`src/rtl/event_enc_pkg.sv`:
```
// Shared constants, output-stage state type and a one-hot helper for the 8-to-3 event encoder.
package event_enc_pkg;

    localparam int N_REQ  = 8;
    localparam int CODE_W = 3;

    typedef enum logic {
        EMPTY = 1'b0,
        FULL  = 1'b1
    } stage_t;

    function automatic logic [N_REQ-1:0] onehot(input logic [CODE_W-1:0] idx);
        logic [N_REQ-1:0] v;
        v      = '0;
        v[idx] = 1'b1;
        return v;
    endfunction

endpackage

```
`src/rtl/event_encoder_8to3_prio_pick8.sv`:
```
// Combinational picker: returns the first set bit of i_vec, searching upward from i_start and wrapping 7->0.
module prio_pick8
    import event_enc_pkg::*;
(
    input  logic [N_REQ-1:0]  i_vec,
    input  logic [CODE_W-1:0] i_start,
    output logic              o_found,
    output logic [CODE_W-1:0] o_idx
);

    logic [CODE_W-1:0] w_pos;

    // Walk from the farthest offset down so the nearest hit overwrites earlier ones.
    always_comb begin
        o_found = 1'b0;
        o_idx   = '0;
        w_pos   = '0;
        for (int k = N_REQ - 1; k >= 0; k--) begin
            w_pos = i_start + CODE_W'(k);
            if (i_vec[w_pos]) begin
                o_found = 1'b1;
                o_idx   = w_pos;
            end
        end
    end

endmodule

```
`src/rtl/event_encoder_8to3.sv`:
```
// Event encoder: latches request pulses into a pending set and hands them out one code at a time
// through a valid/ready stage. Define EVENT_ENC_ROUND_ROBIN_EN for round-robin arbitration.
module event_encoder_8to3
    import event_enc_pkg::*;
#(
    parameter int N_REQ = 8
) (
    input  logic              clk,
    input  logic              rst_n,
    input  logic [N_REQ-1:0]  req,
    output logic [CODE_W-1:0] code,
    output logic              code_valid,
    input  logic              code_ready,
    output logic              ovf,
    input  logic              ovf_clr,
    output logic              busy
);

    stage_t            r_state;
    stage_t            w_stateNext;
    logic [N_REQ-1:0]  r_pending;
    logic [CODE_W-1:0] r_code;
    logic              r_ovf;

    logic              w_transfer;
    logic              w_load;
    logic              w_found;
    logic [CODE_W-1:0] w_idx;
    logic [CODE_W-1:0] w_start;
    logic [N_REQ-1:0]  w_clearMask;
    logic [N_REQ-1:0]  w_pendingKept;
    logic              w_ovfSet;

`ifdef EVENT_ENC_ROUND_ROBIN_EN
    logic [CODE_W-1:0] r_ptr;

    always_ff @(posedge clk or negedge rst_n) begin
        if (!rst_n) begin
            r_ptr <= CODE_W'(N_REQ - 1);
        end else if (w_load) begin
            r_ptr <= w_idx;
        end
    end

    assign w_start = r_ptr + 1'b1;
`else
    assign w_start = '0;
`endif

    prio_pick8 u_pick (
        .i_vec   (r_pending),
        .i_start (w_start),
        .o_found (w_found),
        .o_idx   (w_idx)
    );

    assign w_transfer = (r_state == FULL) && code_ready;

    // Output stage: load whenever the slot is free or is being drained this edge.
    always_comb begin
        w_stateNext = r_state;
        w_load      = 1'b0;
        case (r_state)
            EMPTY: begin
                if (w_found) begin
                    w_stateNext = FULL;
                    w_load      = 1'b1;
                end
            end
            FULL: begin
                if (w_transfer) begin
                    if (w_found) begin
                        w_load = 1'b1;
                    end else begin
                        w_stateNext = EMPTY;
                    end
                end
            end
            default: begin
                w_stateNext = EMPTY;
            end
        endcase
    end

    always_ff @(posedge clk or negedge rst_n) begin
        if (!rst_n) begin
            r_state <= EMPTY;
        end else begin
            r_state <= w_stateNext;
        end
    end

    // A bit being granted this edge is not a collision: a fresh request simply re-arms it.
    assign w_clearMask   = w_load ? onehot(w_idx) : '0;
    assign w_pendingKept = r_pending & ~w_clearMask;
    assign w_ovfSet      = |(req & w_pendingKept);

    always_ff @(posedge clk or negedge rst_n) begin
        if (!rst_n) begin
            r_pending <= '0;
            r_code    <= '0;
            r_ovf     <= 1'b0;
        end else begin
            r_pending <= w_pendingKept | req;
            if (w_load) begin
                r_code <= w_idx;
            end
            if (w_ovfSet) begin
                r_ovf <= 1'b1;
            end else if (ovf_clr) begin
                r_ovf <= 1'b0;
            end
        end
    end

    assign code       = r_code;
    assign code_valid = (r_state == FULL);
    assign ovf        = r_ovf;
    assign busy       = (|r_pending) || code_valid;

endmodule

```
`config.mk`:
```
export PLATFORM = sky130hd
export DESIGN_NAME = event_encoder_8to3
export DESIGN_NICKNAME = d
export VERILOG_FILES = /design/src/rtl/event_enc_pkg.sv /design/src/rtl/event_encoder_8to3_prio_pick8.sv /design/src/rtl/event_encoder_8to3.sv
export SDC_FILE = /design/constraint.sdc
export NUM_CORES = 1
export LEC_CHECK = 0
export ABC_AREA = 1
export ABC_CLOCK_PERIOD_IN_PS = 1800
export CAP_MARGIN = 20
export CORE_ASPECT_RATIO = 0.5
export CORE_MARGIN = 1
export CORE_UTILIZATION = 25
export DETAILED_ROUTE_END_ITERATION = 7
export PLACE_DENSITY = 0.53
export SLEW_MARGIN = 5
export SYNTH_ARGS = -nofsm -noshare
export SYNTH_HDL_FRONTEND = slang
export SYNTH_SLANG_ARGS = --single-unit
```
`constraint.sdc`:
```
create_clock -name clk -period 1.8 [get_ports clk]
set_input_delay 0.18 -clock clk [delete_from_list [all_inputs] [get_ports clk]]
set_output_delay 0.18 -clock clk [all_outputs]
set_load 0.05 [all_outputs]
```
Word level (Yosys, flattened, before mapping):

Cells that the tools add are included.

* register bits after elaboration: 13
* output and inout port bits: 6
* word-level logic and storage cells: 43

* $lt $le $gt $ge: 2
* multiplexer cells: 26
* bitwise logic cells: 5
* reduce and logical (&&, ||, !) cells: 6

Operators by type and width (number)
* $mux 3: 8
* $and 8x8->8: 2
* $reduce_or 8->1: 2
* $mux 1: 14
* $mux 8: 1
* $not 8->8: 1
* $or 8x8->8: 1
* $lt 3x4->1 const B: 1
* $pmux 1 s2: 2
* $demux 1 s3: 1
* $ge 3x1->1 const B: 1
* $logic_and 1x1->1: 2
* $reduce_bool 2->1: 1
* $logic_or 1x1->1: 1
* $not 1->1: 1

Depth between registers and ports, before layout:

Gate-level depths: netlist (run 1).

* depth in word-level cells: 18
* depth in mapped cells: 13
* depth with buffers taken out: 13

Cells and area by module:

Synthesis (run 1) repeated with hierarchy kept, for this count alone.

* cells, all modules: 204
* area total of the unflattened synthesis: 1391.3 um^2

Modules (own cells, without submodules)
* prio_pick8: times used 1, cells an instance 122, area an instance 739.5 um^2
* event_encoder_8to3: times used 1, cells an instance 82, area an instance 651.9 um^2

Least setup slack after synthesis (run 1):

Ideal clock, no wire load.

* path kind: flip-flop to flip-flop
* start: register r_state (netlist: code_valid)
* end: register r_ovf (netlist: ovf)
* data arrival time: 1.302 ns
* required time: 1.681 ns
* slack: 0.379 ns
* stages on the path, launching flop included: 11
* path buffers: 0
* cells stage by stage: dfrtp_1 -> inv_2 -> nor2_4 -> nor2_4 -> inv_2 -> nor2_2 -> nand2_2 -> nand3_1 -> nand2_1 -> nor2_1 -> nand2_1

* cells in the longest elaborated chain, start to end: 9

Ends and longest elaborated chain
* start: declaration: line event_encoder_8to3.sv:19 `stage_t r_state;`
* start signal: assignment: line event_encoder_8to3.sv:89 `r_state <= w_stateNext;`
* $logic_and 1x1->1: line event_encoder_8to3.sv:57 `assign w_transfer = (r_state == FULL) && code_ready;`
* $mux 1: line event_encoder_8to3.sv:71 `if (w_transfer) begin`
* $pmux 1 s2 *: line event_encoder_8to3.sv:63 `case (r_state)`
* $mux 8 *: line event_encoder_8to3.sv:94 `assign w_clearMask = w_load ? onehot(w_idx) : '0;`
* $not 8->8 *: line event_encoder_8to3.sv:95 `assign w_pendingKept = r_pending & ~w_clearMask;`
* $and 8x8->8 *: line event_encoder_8to3.sv:95
* $and 8x8->8 *: line event_encoder_8to3.sv:96 `assign w_ovfSet = |(req & w_pendingKept);`
* $reduce_or 8->1 *: line event_encoder_8to3.sv:96
* $mux 1 or $reduce_bool 2->1 (tied branches)
* end signal: assignment: line event_encoder_8to3.sv:102 `r_ovf <= 1'b0;`
* end signal: assignment: line event_encoder_8to3.sv:109 `r_ovf <= 1'b1;`
* end signal: assignment: line event_encoder_8to3.sv:111 `r_ovf <= 1'b0;`
* end: declaration: line event_encoder_8to3.sv:23 `logic r_ovf;`

Every way passes the cells marked *; elsewhere a longest branch is shown, timed or not.
A chain may end at the register's enable or synchronous reset.

Worst setup path after layout (run 1):

* start: register r_ovf (netlist: ovf)
* end: output ovf

RTL lines
* end: declaration: line event_encoder_8to3.sv:14 `output logic ovf,`

No word-level cell between the ends.

==> impl_metrics.py, run 1 <==
metrics = {
    "drt": {
        "wirelength_um": 1550,
        "num_vias": 639,
        "vias_per_cell": 4.18,
        "wl_per_cell_um": 10.1,
        "drc": 0,
        "antenna_left": 0,
        "drtIter0Drc": 34,
        "first_pass_iters": 4,
    },
    "clocking": {
        "htreeDepth": 1,
        "clkSlewWorstSetupHoldPaths_ns": 0.06,
        "clkLatencyLatePin_ns": 0.25,
        "cts_setup_buffers": 0,
        "cts.sinks": 13,
        "cts_tree": "done",
        "root_buffer": "clkbuf_8",
        "cts_hold_buf": 0,
        "clockBufferDepth": 2,
        "ctsResizeCount": 0,
        "cts_buffers": 3,
    },
    "placed_design": {
        "dp_hpwl_um": 1290,
        "dpl_cell_area_um2": 931,
        "dp_cells": 149,
        "port_buffers": 17,
        "gp_congestion": 0.838,
    },
    "logic_synthesis": {
        "synth_common_cells": "nand2_1, inv_1, dfrtp_1, nor2_1, nand3_1",
        "synth_nets": 107,
        "ys_seq_area_share_pct": 45.4,
        "synth_edf_count": 0,
        "syn_area_per_cell_um2": 7.55,
        "netlist.area_leader.share_pct": 45.4,
        "synthesis.area_um2": 717,
        "yosys.area.top_type": "dfrtp_1",
        "synth-main-ff-cell": "dfrtp_1",
        "synth_warnings": 0,
        "synthArstFlopShare_pct": 100,
        "netlist_instances": 95,
        "yosysUniqueCellTypes": 18,
        "synthMostInstantiatedCell": "nand2_1",
        "ys_seq_elements": 13,
        "ys_top_cells_by_area": "dfrtp_1, nand2_1, inv_1, a21o_1, nand3_1",
    },
    "grt": {
        "antenna_found_initial": 0,
        "grt_util_all_layers_pct": 10.8,
        "grt_pass1_wl_um": 2340,
        "gr-total-overflow": 0,
        "grt_max_degree": 14,
        "grt_pass1_vias": 523,
    },
    "power_and_ir_drop": {
        "comb_power_share_pct": 14.8,
        "clkPwrFrac_pct": 39.5,
        "netSwitchingPower_mw": 0.173,
        "peakVddDrop_uv": 198,
        "leakage_nw": 0.471,
        "p_int_mw": 0.497,
        "pwr-share-seq_pct": 45.7,
        "power.density_nw_per_um2": 685,
        "swShare_pct": 25.8,
    },
    "final_layout": {
        "final_nets": 129,
        "post_route_cells_drive_above_1_share_pct": 13.8,
        "antenna_cells": 0,
        "nFillCells": 293,
        "area_growth_syn_to_layout_pct": 36.3,
        "final_cell_area_um2": 977,
        "finalNonFillerCells": 153,
    },
    "critical_path": {
        "cp_num_buf_inv": 1,
        "crit_fanout": 2,
        "cpLargestDelayFamily": "buffers and inverters",
        "cp.arrival_ns": 1.44,
        "worst_path_max_delay_cell": "clkdlybuf4s50_1",
        "cp.required_ns": 1.62,
        "path_cells": "clkdlybuf4s50_1",
        "cpPeakStageDelay_ns": 0.82,
        "cp-start-kind": "flop",
        "critical_path_class": "flop to primary output",
        "crit_path_end_kind": "primary output",
    },
    "sta": {
        "skew_ns": 0.00665,
        "worstMarginPinSlew_ns": 0.595,
        "max_freq_ghz": 0.616,
        "holdWs_ns": 0.309,
        "slew_violations": 0,
        "relSlewSlack_pct": 60.2,
        "rsz0062_at_grt": "no",
        "hold_viol": 0,
        "period_share_pct": 90.1,
        "finalSetupViolCount": 0,
        "tns_ns": 0,
        "fin_crit_ns": 1.62,
    },
    "floorplan": {
        "die_h_um": 39.9,
        "fp.coreArea_um2": 2650,
        "pin_count": 18,
        "die_area_um2": 3100,
        "die_w_um": 77.7,
        "initial_core_util_pct": 27.0,
        "rows": 13,
    },
    "worst_hold_path": {
        "hold_class": "input port to async pin",
    },
    "status": {
        "outcome": "finished, final reports clean",
    },
    "flow_run": {
        "maxCapViolCount": 0,
    },
}
## cells in the final DEF (no fill, tap or decap), types with 2 or more instances in the layout
master           netlist  routed
nor2_1                 7       7
nor2_2                 3       3
nand4_1                3       3
inv_2                  3       3
nand3_1                6       6
clkdlybuf4s50_1        0      16
a21o_1                 5       5
clkbuf_8               0       3
o21ai_0                4       4
dfrtp_1               13      13
nand2_1               23      23
nor3_1                 2       2
nor2_4                 2       2
nand2_2                2       2
inv_1                 17      17
## sequential cells by signal, summed over array words and instances, names as in the netlist
register / cells
code: 3
code_valid: 1
ovf: 1
r_pending: 8
## path summary, 6_finish.rpt
kind / from / endpoint / slack (ns) / depth (start not counted)
max: ovf / ovf / 0.18 / 1
max reg2reg: r_pending[0] / ovf / 0.31 / 10
min: rst_n / r_pending[7] / 0.31 / 1
min reg2reg: code[1] / code[1] / 0.50 / 2
max in group asynchronous: rst_n / r_pending[6] / 1.10 / 1
min in group clk: req[5] / r_pending[5] / 0.49 / 3
## cell type report
type                    count  area [um^2]  area share [%]
flip-flops and latches     13          325            33.3
clock inverters             1         5.00           0.512
clock buffers               3         41.3            4.23
repair buffers             17          168            17.2
inverters                  20         75.1            7.68
well taps                  37         46.3            4.74
multi-input cells          62          317            32.4
## power groups by stage
stage,Clock [mW],Sequential [mW],Combinational (mW)
6_report,0.264,0.306,0.0994
4_1_cts,0.276,0.306,0.101
5_1_grt,0.287,0.307,0.107
2_1_floorplan,0,0.328,0.0344
3_3_place_gp,0,0.312,0.100
3_5_place_dp,0,0.311,0.101
## routing by layer
| metal | part of all wire, % | track usage, % | up-vias |
|---|---|---|---|
| li1 | - | - | 341 |
| met4 | 0 | 2.83 | 0 |
| met5 | 0 | 0 | - |
| met1 | 56 | 14.7 | 280 |
| met3 | 4.2 | 4.19 | 0 |
| met2 | 40 | 15.7 | 18 |
## metrics by stage
| stage | power, mW | setup slack (ns) | util (%) |
|---|---|---|---|
| finish | 0.670 | 0.177 | 36.9 |
| CTS | 0.683 | 0.165 | 36.9 |
| global route | 0.701 | 0.0796 | 36.9 |
| floorplan | 0.362 | 0.379 | - |
| detailed placement | 0.412 | 0.254 | 35.1 |
| global placement | 0.412 | 0.202 | 35.1 |
## logic make-up (layout without fill, tap and decap cells)
family / count (synthesis) / count (layout) / synth area share, %
AND/OR/NAND/NOR: 49 / 49 / 32.8
buffers and inverters: 20 / 41 / 10.5
AO/OA/AOI/OAI: 13 / 13 / 11.3
flip-flops: 13 / 13 / 45.4
Power figures use the tool's default switching activity.
==> run 2, diff against run 1 <==
--- a/config.mk
+++ b/config.mk
@@ -6,7 +6,7 @@
 export NUM_CORES = 1
 export LEC_CHECK = 0
 export ABC_AREA = 1
-export ABC_CLOCK_PERIOD_IN_PS = 1800
+export ABC_CLOCK_PERIOD_IN_PS = 1850
 export CAP_MARGIN = 20
 export CORE_ASPECT_RATIO = 0.5
 export CORE_MARGIN = 1
==> constraint.sdc (replaced) <==
create_clock -name clk -period 1.85 [get_ports clk]
set_input_delay 0.185 -clock clk [delete_from_list [all_inputs] [get_ports clk]]
set_output_delay 0.185 -clock clk [all_outputs]
set_load 0.05 [all_outputs]
==> results of run 2 <==
Same layout as run 1 (identical final DEF). Status: finished, final reports clean.
Among the figures that moved: setup slack after placement 0.254 ns -> 0.299 ns; setup slack after layout 0.177 ns -> 0.222 ns; hold slack 0.309 ns -> 0.314 ns; register-to-register setup slack 0.31 ns -> 0.36 ns; total power 0.670 mW -> 0.652 mW; worst IR drop on VDD 198 uV -> 193 uV
